===== config.mk =====
export PLATFORM = sky130hd
export DESIGN_NAME = midi_tx
export DESIGN_NICKNAME = d
export VERILOG_FILES = /design/src/rtl/midi_pkg.sv /design/src/rtl/midi_tx_fifo.sv /design/src/rtl/midi_tx.sv
export SDC_FILE = /design/constraint.sdc
export NUM_CORES = 1
export LEC_CHECK = 0
export CELL_PAD_IN_SITES_DETAIL_PLACEMENT = 2
export CELL_PAD_IN_SITES_GLOBAL_PLACEMENT = 2
export CORE_UTILIZATION = 39
export DETAILED_ROUTE_END_ITERATION = 16
export GPL_TIMING_DRIVEN = 1
export PLACE_DENSITY_LB_ADDON = 0.1
export SYNTH_ARGS = -nofsm -noshare
export SYNTH_HDL_FRONTEND = slang
export SYNTH_SLANG_ARGS = --single-unit

===== constraint.sdc =====
create_clock -name i_clk_aud -period 2.05 [get_ports i_clk_aud]
set_input_delay 0.5125 -clock i_clk_aud [delete_from_list [all_inputs] [get_ports i_clk_aud]]
set_output_delay 0.5125 -clock i_clk_aud [all_outputs]
set_load 0.02 [all_outputs]

===== src/rtl/midi_pkg.sv =====
// Shared types and MIDI byte-class helpers for the MIDI transmit path.
package midi_pkg;

  typedef enum logic [1:0] {IDLE, START, DATA, STOP} tx_state_t;

  localparam int MIDI_BAUD = 31_250;

  function automatic logic is_status(input logic [7:0] b);
    return b[7];
  endfunction

  function automatic logic is_realtime(input logic [7:0] b);
    return b[7:3] == 5'b11111;
  endfunction

  function automatic logic is_syscommon(input logic [7:0] b);
    return b[7:3] == 5'b11110;
  endfunction

endpackage


===== src/rtl/midi_tx_fifo.sv =====
// Small synchronous byte FIFO with fall-through read data; pointers wrap modulo DEPTH.
module midi_tx_fifo #(
  parameter int DEPTH = 4
) (
  input  logic                     i_clk_aud,
  input  logic                     i_aud_rst_n,
  input  logic                     i_push,
  input  logic [7:0]               i_wdata,
  input  logic                     i_pop,
  output logic [7:0]               o_rdata,
  output logic                     o_full,
  output logic                     o_empty,
  output logic [$clog2(DEPTH):0]   o_count
);

  localparam int AW = $clog2(DEPTH);

  if (DEPTH < 2 || (DEPTH & (DEPTH - 1)) != 0) begin : g_depth_err
    $error("midi_tx_fifo: DEPTH must be a power of 2 and >= 2");
  end

  logic [7:0]    mem_q [DEPTH];
  logic [AW-1:0] wr_ptr_q, rd_ptr_q;
  logic [AW:0]   count_q;
  logic          push_ok, pop_ok;

  assign o_full  = count_q == (AW+1)'(DEPTH);
  assign o_empty = count_q == '0;
  assign o_count = count_q;
  assign o_rdata = mem_q[rd_ptr_q];

  assign push_ok = i_push && !o_full;
  assign pop_ok  = i_pop && !o_empty;

  always_ff @(posedge i_clk_aud or negedge i_aud_rst_n) begin
    if (!i_aud_rst_n) begin
      wr_ptr_q <= '0;
      rd_ptr_q <= '0;
      count_q  <= '0;
    end else begin
      if (push_ok) wr_ptr_q <= wr_ptr_q + 1'b1;
      if (pop_ok)  rd_ptr_q <= rd_ptr_q + 1'b1;
      case ({push_ok, pop_ok})
        2'b10:   count_q <= count_q + 1'b1;
        2'b01:   count_q <= count_q - 1'b1;
        default: count_q <= count_q;
      endcase
    end
  end

  // Storage needs no reset: the empty count makes stale entries unreachable.
  always_ff @(posedge i_clk_aud) begin
    if (push_ok) mem_q[wr_ptr_q] <= i_wdata;
  end

endmodule


===== src/rtl/midi_tx.sv =====
// MIDI transmitter: 8N1, LSB first, idle-high, FIFO-fed back-to-back frames.
// Optional running-status suppression is built when MIDI_TX_RUNNING_STATUS_EN is defined.
module midi_tx
  import midi_pkg::*;
#(
  parameter int CLK_HZ     = 1_500_000,
  parameter int BAUD       = MIDI_BAUD,
  parameter int FIFO_DEPTH = 4
) (
  input  logic       i_clk_aud,
  input  logic       i_aud_rst_n,
  input  logic       i_valid,
  input  logic [7:0] i_data_byte,
  output logic       o_ready,
  output logic       o_tx,
  output logic       o_busy
);

  localparam int CLKS_PER_BIT = CLK_HZ / BAUD;
  localparam int CNT_W        = (CLKS_PER_BIT > 1) ? $clog2(CLKS_PER_BIT) : 1;
  localparam int AW           = $clog2(FIFO_DEPTH);
  localparam logic [CNT_W-1:0] CNT_LAST = CNT_W'(CLKS_PER_BIT - 1);

  if (CLK_HZ % BAUD != 0 || CLKS_PER_BIT < 2) begin : g_baud_err
    $error("midi_tx: CLK_HZ must be an integer multiple (>= 2x) of BAUD");
  end

  tx_state_t      state_q;
  logic [CNT_W-1:0] clk_cnt_q;
  logic [2:0]     bit_cnt_q;
  logic [7:0]     shift_q;
  logic           tx_q, busy_q;

  logic [7:0]     fifo_rdata;
  logic           fifo_full, fifo_empty;
  logic [AW:0]    fifo_count;
  logic           bit_last, pop, drop, send;

  midi_tx_fifo #(.DEPTH(FIFO_DEPTH)) u_fifo (
    .i_clk_aud   (i_clk_aud),
    .i_aud_rst_n (i_aud_rst_n),
    .i_push      (i_valid),
    .i_wdata     (i_data_byte),
    .i_pop       (pop),
    .o_rdata     (fifo_rdata),
    .o_full      (fifo_full),
    .o_empty     (fifo_empty),
    .o_count     (fifo_count)
  );

  assign o_ready  = !fifo_full;
  assign o_tx     = tx_q;
  assign o_busy   = busy_q;
  assign bit_last = clk_cnt_q == CNT_LAST;
  assign pop      = !fifo_empty && (state_q == IDLE || (state_q == STOP && bit_last));
  assign send     = pop && !drop;

`ifdef MIDI_TX_RUNNING_STATUS_EN
  logic [7:0] last_status_q;

  // Channel-voice status repeated back-to-back is redundant on the wire.
  assign drop = is_status(fifo_rdata) && !is_realtime(fifo_rdata) &&
                !is_syscommon(fifo_rdata) && (fifo_rdata == last_status_q);

  always_ff @(posedge i_clk_aud or negedge i_aud_rst_n) begin
    if (!i_aud_rst_n)
      last_status_q <= 8'h00;
    else if (send && is_status(fifo_rdata) && !is_realtime(fifo_rdata))
      last_status_q <= is_syscommon(fifo_rdata) ? 8'h00 : fifo_rdata;
  end
`else
  assign drop = 1'b0;
`endif

  // IDLE: wait for byte | START: start bit | DATA: 8 bits LSB first | STOP: stop bit, chain next byte
  always_ff @(posedge i_clk_aud or negedge i_aud_rst_n) begin
    if (!i_aud_rst_n) begin
      state_q   <= IDLE;
      clk_cnt_q <= '0;
      bit_cnt_q <= '0;
      shift_q   <= '0;
      tx_q      <= 1'b1;
      busy_q    <= 1'b0;
    end else begin
      tx_q   <= (state_q == START) ? 1'b0 : (state_q == DATA) ? shift_q[0] : 1'b1;
      busy_q <= (state_q != IDLE) || (fifo_count != '0);
      case (state_q)
        IDLE: begin
          if (send) begin
            shift_q   <= fifo_rdata;
            clk_cnt_q <= '0;
            bit_cnt_q <= '0;
            state_q   <= START;
          end
        end
        START: begin
          if (bit_last) begin
            clk_cnt_q <= '0;
            state_q   <= DATA;
          end else begin
            clk_cnt_q <= clk_cnt_q + 1'b1;
          end
        end
        DATA: begin
          if (bit_last) begin
            clk_cnt_q <= '0;
            shift_q   <= {1'b0, shift_q[7:1]};
            bit_cnt_q <= bit_cnt_q + 1'b1;
            if (bit_cnt_q == 3'd7) state_q <= STOP;
          end else begin
            clk_cnt_q <= clk_cnt_q + 1'b1;
          end
        end
        STOP: begin
          if (bit_last) begin
            clk_cnt_q <= '0;
            if (send) begin
              shift_q <= fifo_rdata;
              state_q <= START;
            end else begin
              state_q <= IDLE;
            end
          end else begin
            clk_cnt_q <= clk_cnt_q + 1'b1;
          end
        end
        default: state_q <= IDLE;
      endcase
    end
  end

endmodule


### Yosys cells after proc, flatten, opt, wreduce, memory -nomap -nowiden

Memory sizes are Yosys's and may differ from the RTL's.
Cells that the tools add are included.

| storage, ports and cells | value |
|---|---|
| input port bits | 11 |
| flip-flop bits (word level) | 28 |
| logic and storage cells | 70 |
| memories | 1 |
| RAM bits | 32 |

Memory list:

| name | words | width | read ports | clocked after Yosys merged registers in | write ports | line | RTL |
|---|---|---|---|---|---|---|---|
| u_fifo.mem_q | 4 | 8 | 1 | 0 | 1 | midi_tx_fifo.sv:22 | `logic [7:0] mem_q [DEPTH];` |

| cells by class | value |
|---|---|
| mux-type cells | 22 |
| reductions and logical operators | 19 |
| eq/ne operators | 13 |
| add/subtract/negate cells | 6 |

Operator list:

| operator | number |
|---|---|
| 8-bit 2-to-1 mux | 3 |
| 8-bit case mux with 3 select lines | 1 |
| 6-bit 2-to-1 mux | 2 |
| 3-bit case mux with 2 select lines | 2 |
| 6-bit case mux with 2 select lines | 1 |
| 2-bit 2-to-1 mux | 5 |
| 2-bit case mux with 4 select lines | 1 |
| 3-bit by 1-bit adder with 3-bit output (second input constant) | 2 |
| 6-bit by 1-bit adder with 6-bit output (second input constant) | 1 |
| 2-bit == test (second input constant) | 3 |
| 3-bit == test (second input constant) | 2 |
| 6-bit == test (second input constant) | 1 |
| 3-bit 2-to-1 mux | 2 |
| 2-bit != test (second input constant) | 3 |
| 3-bit AND reduction | 2 |
| 2-bit nonzero test | 3 |
| 3-bit nonzero test | 2 |
| 1-bit 2-to-1 mux | 5 |
| 5-bit AND reduction | 1 |
| 2-bit by 1-bit adder with 2-bit output (second input constant) | 2 |
| 2-bit by 1-bit == test with 1-bit output (second input constant) | 2 |
| 1-bit logical AND | 4 |
| 2-bit by 1-bit != test with 1-bit output (second input constant) | 2 |
| 3-bit logical NOT | 1 |
| other kinds (5) | 7 |

### Depth between registers and ports, before layout

Gate-level depths: netlist (run 1).

| depth | value |
|---|---|
| word-level depth | 7 |
| depth in mapped cells | 10 |
| gate-level depth less buffers | 10 |

### By module

A second synthesis (run 1) with hierarchy kept.

| second synthesis, totals | value |
|---|---|
| cells, all modules | 195 |
| area total of the unflattened synthesis | 2836.5 µm² |

By module, submodules not included:

| module | seq. area each (µm²) | times used | area an instance (µm²) | cells each |
|---|---|---|---|---|
| midi_tx_fifo | 1136.1 | 1 | 1584.0 | 80 |
| midi_tx | 526.8 | 1 | 1252.5 | 115 |

### Least setup slack after synthesis (run 1)

OpenSTA, ideal clock, no wires.

| timing path | value |
|---|---|
| path type | reg-to-reg |
| from | register u_fifo.count_q[0] (netlist: u_fifo.o_count[0]) |
| to | register u_fifo.count_q[2] (netlist: u_fifo.o_count[2]) |
| stages on the path, launching flop included | 11 |
| data arrival time | 2097 ps |
| setup time | 79 ps |
| slack | -126 ps |
| period minus slack after synthesis | 2176 ps |
| required time | 1971 ps |
| cell sequence | dfrtp_1 inv_1 nand3_1 and2_1 inv_1 ha_1 inv_1 fa_1 xor2_1 nor2_1 xor2_1 |

| between the ends | value |
|---|---|
| elaborated cells on any way between the ends | 13 |
| classes of those cells | 2 x add/sub; 3 x eq/ne; 1 x mux; 7 x reduce/logical |

RTL lines:

| element | line | RTL |
|---|---|---|
| start, declared | midi_tx_fifo.sv:24 | `logic [AW:0] count_q;` |
| start signal, assigned | midi_tx_fifo.sv:44 | `2'b10: count_q <= count_q + 1'b1;` |
| start signal, assigned | midi_tx_fifo.sv:45 | `2'b01: count_q <= count_q - 1'b1;` |
| start signal, assigned | midi_tx_fifo.sv:46 | `default: count_q <= count_q;` |
| 3-bit == test * | midi_tx_fifo.sv:27 | `assign o_full = count_q == (AW+1)'(DEPTH);` |
| 1-bit logical NOT * | - |  |
| net o_ready | midi_tx.sv:14 | `output logic o_ready,` |
| 1-bit logical AND * | midi_tx_fifo.sv:32 | `assign push_ok = i_push && !o_full;` |
| 2-bit by 1-bit == test with 1-bit output or 2-bit == test (tied branches) | midi_tx_fifo.sv:43 | `case ({push_ok, pop_ok})` |
| 3-bit case mux with 2 select lines or 2-bit nonzero test (tied branches) | - |  |

Mark *: on every way through the listed nets, which the timed path passes. The rest lies on a longest branch.
A chain may end at the register's enable or synchronous reset.

### Final worst setup path (run 1)

| timing path | value |
|---|---|
| from | register clk_cnt_q[0] |
| to | register u_fifo.count_q[2] (netlist: u_fifo.o_count[2]) |

| between the ends | value |
|---|---|
| longest elaborated chain between the ends | 7 |
| elaborated cells on any way between the ends | 9 |
| classes of those cells | 3 x eq/ne; 1 x mux; 5 x reduce/logical |

RTL lines:

| element | line | RTL |
|---|---|---|
| start, declared | midi_tx.sv:29 | `logic [CNT_W-1:0] clk_cnt_q;` |
| start signal, assigned | midi_tx.sv:101 | `clk_cnt_q <= clk_cnt_q + 1'b1;` |
| start signal, assigned | midi_tx.sv:111 | `clk_cnt_q <= clk_cnt_q + 1'b1;` |
| start signal, assigned | midi_tx.sv:124 | `clk_cnt_q <= clk_cnt_q + 1'b1;` |
| 6-bit == test * | midi_tx.sv:54 | `assign bit_last = clk_cnt_q == CNT_LAST;` |
| 1-bit logical AND * | midi_tx.sv:55 | `assign pop = !fifo_empty && (state_q == IDLE \|\| (state_q == STOP && bit_last));` |
| 1-bit logical OR * | midi_tx.sv:55 |  |
| 1-bit logical AND * | midi_tx.sv:55 |  |
| 1-bit logical AND * | midi_tx_fifo.sv:33 | `assign pop_ok = i_pop && !o_empty;` |
| net u_fifo.pop_ok | midi_tx_fifo.sv:25 | `logic push_ok, pop_ok;` |
| 2-bit by 1-bit == test with 1-bit output or 2-bit == test (tied branches) | midi_tx_fifo.sv:43 |  |
| 3-bit case mux with 2 select lines or 2-bit nonzero test (tied branches) | - |  |

Marked as above.

==> results.toml, run 1 <==
[floorplanning]
start_util_pct = 40.4
io_pins = 14
die_y_um = 86.1
core_area_um2 = 6830
dieArea_um2 = 7420
num_rows = 30
die_w_um = 86.1

[layout]
finish.instance_area_um2 = 3540
final_core_util_pct = 51.8
layout_common_cells = "buf_4 (33), edfxtp_1 (32), dfrtp_1 (26), mux2_2 (16)"
n_antenna_cell = 0
area_growth_pct = 28.1
drive_gt1_share_pct = 37.1
final_common_cell = "buf_4"
nets = 267
instances_no_fill = 341

[grt]
track_usage_pct = 19.9
grt_overflow = 0
grt_pass1_wl_mm = 10.6
grt_pass1_vias = 1974
grt_max_degree = 29
grt_antenna_before_repair = 0

[sta]
finalSetupViolCount = 1
clock_skew_ps = 11.1
holdWs_ps = 519
worst_pin_slew_ps = 462
finalHoldViolCount = 0
tns_ps = -17.5
fin_ws_ps = -17.5
max-slew-margin-rel_pct = 69.2
maxSlewViolCount = 0
clock.fmax_ghz = 0.484
min_period_ps = 2070
rsz0062_at_grt = "yes"
period_share_pct = 101

[hold_path]
min-delay-start = "shift_q[0]"
hold_path_class = "flop to flop"

[yosys]
ys_async_sr_fraction_pct = 46.7
yosysUniqueCellTypes = 38
synthCells = 187
synth.avg_cell_area_um2 = 14.8
synth_warnings = 0
synth_seq_cells = 60
synth_nets = 213
synth_ff_type = "edfxtp_1"
synth_edf_count = 32
synthesis.area_um2 = 2760
synth_seq_area_share_pct = 60.2

[pwr]
power.switching_mw = 1.76
cell_internal_pwr_mw = 3.52
power_density_nw_per_um2 = 1490
ir_drop_mv = 0.538
seqPwrFrac_pct = 36.0
finalPower_mw = 5.29
p_leak_nw = 1.41
p_sw_share_pct = 33.3
p_clk_share_pct = 21.4
comb_power_share_pct = 42.6

[critical_path]
r2r-start = "clk_cnt_q[0]"
setup.worst_path.start = "clk_cnt_q[0]"
endpoint_kind = "flop"
path_max_fanout = 2
cp.required_ps = 2310
cp-start-kind = "flop"
critPathKind = "flop to flop"
cp.arrival_ps = 2320

[detailed_routing]
drc_errors = 0
vias = 1722
dr_wl_met3_um = 128
wl_met2_mm = 3.25
drtIter0Drc = 65
ant_nets = 0
routed.top_layer = "met4"
detail_route.wl_per_cell_um = 18.8
finalWirelength_mm = 6.40
drtPass1Iterations = 4
via_per_inst = 5.05
met1Wirelength_mm = 2.90

[placement]
dp_slack_ps = -259
dpl.hpwl_mm = 4.53
routabilityCongestion = 0.816
port_buffers = 13
placedCellCount = 319
place_area_um2 = 3210

[cts]
cts_made_buffers = 9
cts_tree = "built"
htree_levels = 3
cts_root_buffer = "clkbuf_8"
clock_latency_ps = 340
cts_buffer_depth = 2
cts-hold-fix-buffers = 0
cts.reportedPaths.clkPinSlew_ps = 60
cts_sinks = 60

[status]
violations = "setup timing"
status = "finished, violations left"

[job]
cap_violations = 0
-- cell type report --
cell class	count	area [um2]
Multi-Input combinational cell	107	1090
Fill cell	635	3290
Clock inverter	6	80.1
Timing Repair Buffer	48	408
Sequential cell	60	1660
Inverter	15	56.3
Tap cell	96	120
Clock buffer	9	124
-- cells in the mapped netlist (all sizes together) (2+ instances only) --
cell | n | area, um2
dfrtp | 27 | 676
edfxtp | 32 | 961
nand4 | 6 | 37.5
ha | 14 | 175
a211oi | 2 | 15.0
o21ai | 7 | 35.0
xnor2 | 4 | 35.0
and3 | 5 | 31.3
nand2 | 6 | 22.5
nor2 | 8 | 30.0
mux2 | 16 | 180
a21oi | 2 | 10.0
clkbuf | 3 | 11.3
xor2 | 6 | 52.6
inv | 15 | 56.3
mux2i | 2 | 20.0
buf | 2 | 10.0
nand3 | 4 | 20.0
mux4 | 8 | 180
a31oi | 2 | 27.5
-- routing by layer --
| layer | vias to the layer above | global-route usage (%) |
|---|---|---|
| li1 | 797 | - |
| met1 | 902 | 25.1 |
| met2 | 13 | 33.3 |
| met3 | 10 | 3.66 |
| met4 | 0 | 9.09 |
| met5 | - | 0 |
-- worst max-delay path, cell delays in order, from the launching register on --
cell	delay, ps
dfrtp_1	410
ha_4	160
and4_4	220
a31oi_4	90
nor2_2	110
ha_2	200
inv_2	40
fa_2	330
xor2_1	150
nor2_1	130
xor2_1	150
-- power groups by stage --
stage | Combinational, mW | Clock (mW) | Sequential, mW
2_1_floorplan | 1.30 | 0 | 1.86
3_3_place_gp | 1.91 | 0 | 1.87
3_5_place_dp | 2.07 | 0 | 1.92
4_1_cts | 2.23 | 1.16 | 1.90
5_1_grt | 2.48 | 1.21 | 1.95
6_report | 2.25 | 1.13 | 1.90
-- logic make-up (layout without fill, tap and decap cells) --
logic type      Yosys count  count (layout)  share of synthesized area (%)
flops                    60              60                           60.2
simple gates             38              38                           8.25
mux                      26              26                           13.8
buf+inv                  20              78                           2.81
compound gates           18              18                           4.71
fa+ha+maj                15              15                           7.07
xor+xnor                 10              10                           3.17
-- timing repair --
item,4_1_cts,5_1_grt
pin swaps,5,1
buffers inserted,6,1
endpoints found under the setup margin,10,10
gates resized for setup,8,6
gates cloned,0,0
-- worst paths after layout --
kind,to,slack (ps),cells past startpoint
max,u_fifo.o_count[2],-20,10
min,o_tx,520,2
max reg2reg,u_fifo.o_count[2],-20,10
min reg2reg,o_tx,520,2
max in group asynchronous,o_tx,1160,2
min in group asynchronous,shift_q[6],570,2
-- registers in the layout (all words and copies together) (netlist names) --
name,count
clk_cnt_q,6
shift_q,8
u_fifo.o_count,3
u_fifo.mem_q,32
o_busy,1
o_tx,1
u_fifo.rd_ptr_q,2
u_fifo.wr_ptr_q,2
state_q,2
bit_cnt_q,3
(Power assumes the default switching activity.)
==> run 2: changes to the inputs <==
Settings changed: CORE_UTILIZATION 39 to 46, RECOVER_POWER from default to 50.
Clock period 2.05 ns to 2.4 ns, I/O delays scaled along.
==> results.toml, run 2 (synthesis gave the netlist of run 1 again) <==
[status]
status = "finished, violations left"
violations = "setup timing"

[grt]
globalRouteMet3Util_pct = 4.46
grt_antenna_before_repair = 0
grt_pass1_wl_mm = 10.6
track_usage_pct = 24.4
grt_pass1_vias = 1903
grt_overflow = 0
globalRouteMet2Util_pct = 42.1
grt.busiest_layer = "met2"
met1_usage_pct = 29.4
grt_max_degree = 29

[pwr]
finalPower_mw = 4.34
p_leak_nw = 1.28
comb_power_share_pct = 37.1
power_density_nw_per_um2 = 1330
p_sw_share_pct = 35.8
seqPwrFrac_pct = 40.1
power.switching_mw = 1.56
cell_internal_pwr_mw = 2.78
p_clk_share_pct = 22.8
ir_drop_mv = 0.771

[cts]
cts_buffer_depth = 2
cts_tree = "built"
cts_sinks = 60
htree_levels = 3
cts_root_buffer = "clkbuf_8"
cts-hold-fix-buffers = 0
cts_made_buffers = 9
clock_latency_ps = 340
cts.reportedPaths.clkPinSlew_ps = 70

[critical_path]
endpoint_kind = "flop"
worstReg2RegEnd = "u_fifo.o_count[2]"
cp.arrival_ps = 2700
critPathKind = "flop to flop"
setup.worst_path.start = "clk_cnt_q[1]"
crit_path_end = "u_fifo.o_count[2]"
regToRegSetupSlack_ps = -60
r2r-start = "clk_cnt_q[1]"
cp.required_ps = 2650
path_max_fanout = 5
reg2reg_depth = 10
cp-start-kind = "flop"

[floorplanning]
dieArea_um2 = 6320
start_util_pct = 48.9
num_rows = 27
core_area_um2 = 5640
die_w_um = 79.5
die_y_um = 79.5
io_pins = 14

[placement]
dpl.hpwl_mm = 4.72
place_area_um2 = 3030
routabilityCongestion = 0.781
dp_slack_ps = -8.39
placedCellCount = 276
port_buffers = 13

[detailed_routing]
ant_nets = 0
drtPass1Iterations = 4
drtIter0Drc = 84
finalWirelength_mm = 7.49
vias = 1690
detail_route.wl_per_cell_um = 25.6
drc_errors = 0
via_per_inst = 5.77

[layout]
nets = 242
multi_input_area_um2 = 1050
final_core_util_pct = 58.0
final_common_cell = "edfxtp_1"
finish.instance_area_um2 = 3270
area_growth_pct = 18.6
largest-register = "u_fifo.mem_q"
instances_no_fill = 293
regArea_um2 = 1670
n_antenna_cell = 0
drive_gt1_share_pct = 30.3
nFillCells = 503
reg_top3 = "u_fifo.mem_q x32, shift_q x8, clk_cnt_q x6"
largest_reg_flops = 32
layout_common_cells = "edfxtp_1 (32), dfrtp_1 (25), mux2_2 (16), inv_1 (12), ha_1 (10)"

[sta]
max-slew-margin-rel_pct = 50.8
worst_pin_slew_ps = 737
finalHoldViolCount = 0
clock_skew_ps = 8.25
period_share_pct = 102
rsz0062_at_grt = "yes"
finalSetupViolCount = 1
clock.fmax_ghz = 0.407
min_period_ps = 2460
fin_ws_ps = -55.4
tns_ps = -55.4
holdWs_ps = 500
maxSlewViolCount = 0

[hold_path]
hold_path_class = "flop to flop"

[job]
cap_violations = 0
[run 2: cell types whose count changed in the layout (fill, tap and decap cells not counted), moves of 3 or more]
cell / change
dlygate4sd3_1: +9
clkinv_2: +4
clkdlybuf4s50_1: -8
buf_4: -24
clkinv_1: -3
[run 2: repair_timing]
action | CTS | global route
pin swaps | 1 | 3
gates cloned | 0 | 0
buffers inserted | 0 | 1
resized for setup | 4 | 8
setup endpoints to repair | 2 | 3
endpoints found under the hold margin | 0 | 0
[run 2: worst max-delay path: stages, from the launching register on]
cell	delay, ps
dfrtp_1	440
ha_4	180
and4_4	260
a31oi_2	140
nor2_2	220
ha_2	240
inv_1	50
fa_1	370
xor2_1	150
nor2_1	120
xor2_1	190
[run 2: cell type report]
| cell class | instances | area share, % |
|---|---|---|
| clock buffer | 10 | 3.90 |
| clock inverter | 6 | 2.45 |
| inverter | 15 | 1.72 |
| multi-input combinational | 107 | 32.1 |
| sequential | 60 | 50.9 |
| tap | 72 | 2.75 |
| timing repair buffer | 23 | 6.19 |
[run 2: metal layers]
| layer | vias to the layer above | part of all wire (%) |
|---|---|---|
| li1 | 746 | - |
| met1 | 887 | 40 |
| met2 | 43 | 54 |
| met3 | 14 | 3.5 |
| met4 | 0 | 2.5 |
| met5 | - | 0 |
[run 2: worst min path at each step]
stage,from,to,slack [ps],cells after the start
after CTS,shift_q[0],o_tx,500,2
after floorplan,i_aud_rst_n,bit_cnt_q[0],300,0
after global placement,clk_cnt_q[1],clk_cnt_q[1],470,2
after global routing,shift_q[0],o_tx,530,2
after detailed placement,shift_q[0],o_tx,490,2
final,shift_q[0],o_tx,500,2
[run 2: power groups by stage]
stage	combinational (mW)	clock, mW	sequential, mW
5_1_grt	1.75	1.04	1.78
3_5_place_dp	1.48	0	1.74
6_report	1.61	0.988	1.74
4_1_cts	1.53	0.998	1.73
3_3_place_gp	1.35	0	1.68
2_1_floorplan	1.10	0	1.59
==> run 3: changes to the inputs <==
Settings changed: CTS_CLUSTER_DIAMETER from default to 200.
==> results of run 3 <==
Same layout as run 2: the final DEF is identical, and so are final timing and power.
